===== src/rtl/instruction_fetch_if.sv =====
// Bundle of the instruction-memory port and the decoder-side handshake
// seen by the fetch unit; master is the fetch unit, slave is its environment.
interface instruction_fetch_if;
  logic        imem_req;
  logic [31:0] imem_addr;
  logic        imem_gnt;
  logic        imem_rvalid;
  logic [31:0] imem_rdata;
  logic        pc_load;
  logic [31:0] pc_target;
  logic        instr_valid;
  logic        instr_ready;
  logic [31:0] instruction;
  logic [31:0] instr_pc;
  logic        busy;

  modport master (
    output imem_req, imem_addr,
    input  imem_gnt, imem_rvalid, imem_rdata,
    input  pc_load, pc_target,
    output instr_valid,
    input  instr_ready,
    output instruction, instr_pc, busy
  );

  modport slave (
    input  imem_req, imem_addr,
    output imem_gnt, imem_rvalid, imem_rdata,
    output pc_load, pc_target,
    input  instr_valid,
    output instr_ready,
    input  instruction, instr_pc, busy
  );
endinterface


===== src/rtl/instruction_fetch.sv =====
// Credit-based instruction fetch: issues req/gnt fetches, tracks in-order
// responses through an address queue and buffers them for the decoder.
module instruction_fetch #(
  parameter logic [31:0] RESET_PC = 32'h0000_0000,
  parameter int          DEPTH    = 2
) (
  input logic                 clk,
  input logic                 reset,
  instruction_fetch_if.master bus
);
  localparam int CW = $clog2(DEPTH + 1);
  localparam int PW = $clog2(DEPTH);

  typedef struct packed {
    logic [31:0] pc;
    logic [31:0] data;
  } fentry_t;

  logic [31:0]             fetch_pc;
  fentry_t [DEPTH-1:0]     fifo;
  logic [DEPTH-1:0][31:0]  aq;
  logic [PW-1:0]           f_rd, f_wr, a_rd, a_wr;
  logic [CW-1:0]           fifo_count, outstanding, discard;
  logic [CW:0]             used;
  logic                    issue, resp, push, pop;

  // Credit counts fetches already in flight, so a full FIFO never overflows.
  assign used  = {1'b0, fifo_count} + {1'b0, outstanding};
  assign bus.imem_req  = (used < (CW+1)'(DEPTH)) & ~bus.pc_load & ~reset;
  assign bus.imem_addr = fetch_pc;

  assign issue = bus.imem_req & bus.imem_gnt;
  assign resp  = bus.imem_rvalid & (outstanding != '0);
  assign push  = resp & ~bus.pc_load & (discard == '0);
  assign pop   = bus.instr_valid & bus.instr_ready;

  assign bus.instr_valid = (fifo_count != '0) & ~bus.pc_load;
  assign bus.instruction = fifo[f_rd].data;
  assign bus.instr_pc    = fifo[f_rd].pc;
  assign bus.busy        = (outstanding != '0) | (discard != '0);

  always_ff @(posedge clk or posedge reset) begin
    if (reset) begin
      fetch_pc    <= RESET_PC;
      fifo        <= '0;
      aq          <= '0;
      f_rd        <= '0;
      f_wr        <= '0;
      a_rd        <= '0;
      a_wr        <= '0;
      fifo_count  <= '0;
      outstanding <= '0;
      discard     <= '0;
    end else begin
      if (issue) begin
        aq[a_wr] <= fetch_pc;
        a_wr     <= a_wr + PW'(1);
      end
      if (resp) a_rd <= a_rd + PW'(1);
      outstanding <= outstanding + CW'(issue) - CW'(resp);

      // Address queue is left alone on redirect: stale entries retire with
      // their dropped responses, keeping outstanding exact.
      if (bus.pc_load) begin
        fetch_pc   <= {bus.pc_target[31:2], 2'b00};
        f_rd       <= '0;
        f_wr       <= '0;
        fifo_count <= '0;
        discard    <= outstanding - CW'(resp);
      end else begin
        if (issue) fetch_pc <= fetch_pc + 32'd4;
        if (push) begin
          fifo[f_wr] <= {aq[a_rd], bus.imem_rdata};
          f_wr       <= f_wr + PW'(1);
        end
        if (pop) f_rd <= f_rd + PW'(1);
        fifo_count <= fifo_count + CW'(push) - CW'(pop);
        if (resp && discard != '0) discard <= discard - CW'(1);
      end
    end
  end
endmodule

===== src/flat_wrapper.sv =====
// flat-port wrapper written by rule: the top's interface ports become plain ports
module instruction_fetch_flat 
#(
  parameter logic [31:0] RESET_PC = 32'h0000_0000,
  parameter int          DEPTH    = 2
)
  (clk, reset, bus_imem_req, bus_imem_addr, bus_imem_gnt, bus_imem_rvalid, bus_imem_rdata, bus_pc_load, bus_pc_target, bus_instr_valid, bus_instr_ready, bus_instruction, bus_instr_pc, bus_busy);
  instruction_fetch_if bus_i ();
  input logic clk;
  input logic reset;
  output wire logic [$bits(bus_i.imem_req)-1:0] bus_imem_req;
  output wire logic [$bits(bus_i.imem_addr)-1:0] bus_imem_addr;
  input wire logic [$bits(bus_i.imem_gnt)-1:0] bus_imem_gnt;
  input wire logic [$bits(bus_i.imem_rvalid)-1:0] bus_imem_rvalid;
  input wire logic [$bits(bus_i.imem_rdata)-1:0] bus_imem_rdata;
  input wire logic [$bits(bus_i.pc_load)-1:0] bus_pc_load;
  input wire logic [$bits(bus_i.pc_target)-1:0] bus_pc_target;
  output wire logic [$bits(bus_i.instr_valid)-1:0] bus_instr_valid;
  input wire logic [$bits(bus_i.instr_ready)-1:0] bus_instr_ready;
  output wire logic [$bits(bus_i.instruction)-1:0] bus_instruction;
  output wire logic [$bits(bus_i.instr_pc)-1:0] bus_instr_pc;
  output wire logic [$bits(bus_i.busy)-1:0] bus_busy;
  assign bus_imem_req = bus_i.imem_req;
  assign bus_imem_addr = bus_i.imem_addr;
  assign bus_i.imem_gnt = bus_imem_gnt;
  assign bus_i.imem_rvalid = bus_imem_rvalid;
  assign bus_i.imem_rdata = bus_imem_rdata;
  assign bus_i.pc_load = bus_pc_load;
  assign bus_i.pc_target = bus_pc_target;
  assign bus_instr_valid = bus_i.instr_valid;
  assign bus_i.instr_ready = bus_instr_ready;
  assign bus_instruction = bus_i.instruction;
  assign bus_instr_pc = bus_i.instr_pc;
  assign bus_busy = bus_i.busy;
  instruction_fetch #(.RESET_PC(RESET_PC), .DEPTH(DEPTH)) u_core (.clk(clk), .reset(reset), .bus(bus_i));
endmodule

===== config.mk =====
export PLATFORM = sky130hd
export DESIGN_NAME = instruction_fetch_flat
export DESIGN_NICKNAME = d
export VERILOG_FILES = /design/src/rtl/instruction_fetch_if.sv /design/src/rtl/instruction_fetch.sv /design/src/flat_wrapper.sv
export SDC_FILE = /design/constraint.sdc
export NUM_CORES = 1
export LEC_CHECK = 0
export CAP_MARGIN = 5
export CORE_AREA = 3 3 142 144
export DETAILED_ROUTE_END_ITERATION = 10
export DIE_AREA = 0 0 145 147
export GPL_ROUTABILITY_DRIVEN = 0
export HOLD_SLACK_MARGIN = 0.1
export PLACE_DENSITY = 0.84
export SLEW_MARGIN = 20
export SYNTH_ARGS = -nofsm -noshare
export SYNTH_HDL_FRONTEND = slang
export SYNTH_SLANG_ARGS = --single-unit

===== constraint.sdc =====
create_clock -name clk -period 9.75 [get_ports clk]
set_input_delay 2.925 -clock clk [delete_from_list [all_inputs] [get_ports clk]]
set_output_delay 2.925 -clock clk [all_outputs]
set_load 0.05 [all_outputs]

# Word level (Yosys, flattened, before mapping)
# Cells that the tools add are included.
dict set report op_classes {
  order_cmp 7
  n_reduce_logical 12
  n_bitwise 11
  n_addsub 12
  muxes 19
}
# operator count
set ops {}
lappend ops {{2-to-1 mux 64 bit} 3}
lappend ops {{2-to-1 mux 32 bit} 5}
lappend ops {{bitwise mux 128 bit} 1}
lappend ops {{bitwise mux 64 bit} 1}
lappend ops {{demux 64 bit (select 1 bit)} 1}
lappend ops {{adder 32 x 3 -> 32 bit (second input constant)} 1}
lappend ops {{demux 32 bit (select 1 bit)} 1}
lappend ops {{nonzero test 2 bit} 7}
lappend ops {{AND 1 bit} 8}
lappend ops {{< comparator 1 x 2 -> 1 bit (second input constant)} 4}
lappend ops {{2-to-1 mux 2 bit} 3}
lappend ops {{subtractor 2 x 1 -> 2 bit} 3}
lappend ops {{adder 1 bit (second input constant)} 4}
lappend ops {{adder 2 x 1 -> 2 bit} 2}
lappend ops {{2-to-1 mux 1 bit} 4}
lappend ops {{adder 2 x 2 -> 3 bit} 1}
lappend ops {{logical AND 1 bit} 3}
lappend ops {{< comparator 3 x 2 -> 1 bit (second input constant)} 1}
lappend ops {{greater-or-equal comparator 1 bit (second input constant)} 2}
lappend ops {{zero test 2 bit} 1}
lappend ops {{inverter 1 bit} 2}
lappend ops {{AND reduction 2 bit} 1}
lappend ops {{subtractor 2 x 1 -> 2 bit (second input constant)} 1}
lappend ops {{bitwise OR 1 bit} 1}
dict set report word_totals {
  out_inout_bits 99
  inputBits 70
  reg_bits 234
}

# Depth between registers and ports, before layout
dict set report depth {
  word_depth 7
  mapped_depth 11
  mapped_depth_nobuf 9
}

# Worst setup path before layout
# No wires, ideal clock.
dict set report synth_path {
  path_kind {input to output}
  start {in bus_pc_load}
  end {out bus_imem_req}
  slack_ns 3.059
  stages 2
  n_path_buf 1
  arrival_ns 3.766
  cell_sequence {buf_6 nor4_4}
}
dict set report synth_via {
  elab_chain_cells 3
}
# element line
set synth_lines {}
lappend synth_lines {{start, declared} flat_wrapper.sv:16} ;# input wire logic [$bits(bus_i.pc_load)-1:0] bus_pc_load;
lappend synth_lines {{inverter 1 bit (no line)} -}
lappend synth_lines {{AND 1 bit (2 in a row)} instruction_fetch.sv:29} ;# assign bus.imem_req = (used < (CW+1)'(DEPTH)) & ~bus.pc_load & ~reset;
lappend synth_lines {{end, declared} flat_wrapper.sv:11} ;# output wire logic [$bits(bus_i.imem_req)-1:0] bus_imem_req;
# No other way between the ends.

# Worst setup path in the final report
# Ends and elaborated chain as after synthesis.

==> impl_metrics.ini <==
[run_status]
status = finished, final reports clean

[sta]
tns_ns = 0
skew_ns = 0.0149
hold_viol_final = 0
tightest_slew_ns = 0.984
drv_slew = 0
final.period_utilization = 0.801
fmax_ghz = 0.128
setup_viol = 0
rsz0062_at_grt = false
layout_min_cycle_time_ns = 7.81
max-slew-margin-rel = 0.342

[logic_synthesis]
yosysSeqAreaShare = 0.552
ys_top_cells_by_area = dfrtp_1, mux2_2, mux2i_1
ys.flop_type = dfrtp_1
syn_inst = 854
syn-mean-instance-area_um2 = 11.9
ys_warn_count = 0
yosysTopAreaCell = dfrtp_1
yosys_register_bits = 224
synth_top_area_frac = 0.552
ys_types = 50
syn_area_um2 = 10200
async_flop_share = 1.00
synth_edf_count = 0

[layout]
diodes = 0
layout_commonest_cell = dfrtp_1
fillCellCount = 1379
layout.cells.non_filler = 1268
synthToLayoutAreaGrowth_pct = 24.8
multi_input_area_um2 = 4250
final_cell_mix = dfrtp_1, mux2_2, clkdlybuf4s50_1
nets = 1069
fin_util = 0.673
drive_gt1_frac = 0.231
layout.area.seq_um2 = 5610

[drt]
routed_wl_mm = 23.6
wl_per_cell_um = 18.6
via_per_inst = 5.72
drt_pass1_iterations = 5
ant_nets = 0
drtIter0Drc = 509
drc = 0
vias = 7257

[pwr]
peakVddDrop_uv = 172
power_density_nw_per_um2 = 323
power.leakage_nw = 5.62

[placement]
port_buffers = 162
placedCellCount = 1226
hpwl_mm = 15.0

[floorplanning]
core_area_um2 = 18800
die_h_um = 147
initial_core_util = 0.540
io_pins = 169
die_area_um2 = 21300
die_x_um = 145
core.rowCount = 50

[clock_tree]
cts_made_buffers = 23
clock-sinks = 224
post_cts_resized = 0
hold_buffers = 0
cts_tree = built
clockBufferDepth = 3
clk_pin_slew_ns = 0.06
postCtsSetupBuffers = 0
h-tree-depth = 1
clkLatencyLatePin_ns = 0.50
cts_root_buf = clkbuf_16

[critical_path]
crit_top_cell = clkdlybuf4s50_1
cpPeakStageDelay_ns = 0.87
cp.depth = 4
slowest_stage = clkdlybuf4s50_1
regToRegSetupSlack_ns = 6.48
start_kind = primary input
path_buf_inv = 3
crit_fanout = 43
cp_top_family = buffers and inverters
end_kind = primary output
crit_required_ns = 6.83
arrival_ns = 4.89
path_cells = clkdlybuf4s50_1, buf_4, nor4_4, clkdlybuf4s50_1
critical_path_class = in2out
reg2regPathDepth = 9

[global_route]
first_global_vias = 7382
grt.total_usage = 0.218
grt_use_met1 = 0.309
grt_start_max_net_pins = 147
antenna_found_initial = 0
grt-busiest-layer = met2
met3_usage = 0.0382
grt_pass1_wl_mm = 38.6
grt_overflow_total = 0
met2_usage = 0.353

[hold_path]
hp-class = reg2reg
whs_path_depth = 2

[flow_run]
max-cap-violations = 0
-- cells in the mapped netlist, types with 3 or more instances --
cell type / n
a21oi_1: 33
a221o_1: 8
a22oi_1: 3
and3_1: 7
buf_1: 4
buf_2: 16
buf_4: 4
clkbuf_1: 35
dfrtp_1: 224
ha_1: 6
inv_1: 15
mux2_2: 177
mux2i_1: 34
nand2_1: 80
nand2b_1: 4
nand3_1: 22
nand4_1: 12
nor2_1: 52
nor3_1: 3
nor4_1: 3
o211ai_1: 7
o21ai_0: 54
o311ai_0: 9
or4_1: 5
xnor2_1: 5
-- worst reg2reg max path, delay by kind of cell, from the launching register on --
kind	cells	cell delay, ns
AOI/OAI and AO/OA	1	0.39
and+or+nand+nor	4	1.04
buffers and inverters	3	0.86
adders and majority gates	1	0.47
DFF	1	0.38
-- worst paths after layout --
path / start / endpoint
setup reg to reg: u_core.outstanding[0] / u_core.aq[30]
hold / removal: u_core.fifo[119] / u_core.fifo[119]
max in group asynchronous: reset / u_core.fifo[6]
hold reg to reg: u_core.fifo[119] / u_core.fifo[119]
setup / recovery: bus_pc_load / bus_imem_req
min in group asynchronous: reset / u_core.aq[30]
-- sequential cells by signal, indices dropped and copies added, names as in the netlist --
name	flops
u_core.a_rd	1
u_core.a_wr	1
u_core.aq	60
u_core.bus.imem_addr	30
u_core.discard	2
u_core.f_rd	1
u_core.f_wr	1
u_core.fifo	124
u_core.fifo_count	2
u_core.outstanding	2
-- where the power goes --
part | internal, mW | switching, mW | total (mW)
combinational | 0.720 | 1.04 | 1.76
clock | 0.499 | 0.344 | 0.843
sequential | 1.28 | 0.210 | 1.49
-- layer usage --
metal  vias up  share of wire
met5         -              0
met4         0          0.021
met3        35          0.058
met2       274           0.47
met1      3625           0.45
li1       3323              -
-- metrics by stage --
stage | power [mW] | hold slack (ns) | setup slack, ns | cell area (um^2)
3_3_place_gp | 3.19 | 0.455 | 1.95 | 11900
4_1_cts | 4.11 | 0.479 | 1.92 | 12700
6_report | 4.09 | 0.473 | 1.94 | 12700
3_5_place_dp | 3.25 | 0.465 | 1.93 | 11900
5_1_grt | 4.30 | 0.486 | 1.86 | 12700
2_1_floorplan | 2.72 | 0.444 | 0.691 | 10200
-- cell type report --
class                           count  share of cell area
Sequential cell                   224               0.442
Multi-Input combinational cell    556               0.335
Timing Repair Buffer              171               0.135
Clock buffer                       35              0.0529
Tap cell                          260              0.0257
Inverter                           16             0.00533
Clock inverter                      6             0.00434
-- logic make-up (layout without fill, tap and decap cells) --
logic type / Yosys count / in the layout / share of synthesized area
AND/OR/NAND/NOR: 203 / 203 / 0.0956
AO/OA/AOI/OAI: 123 / 123 / 0.0734
adder cells (fa/ha/maj): 7 / 7 / 0.00936
multiplexers: 212 / 212 / 0.231
flip-flops: 224 / 224 / 0.552
buffers and inverters: 77 / 228 / 0.0328
other: 1 / 4 / 0.000369
XOR/XNOR: 7 / 7 / 0.00603
(Power assumes the default switching activity.)
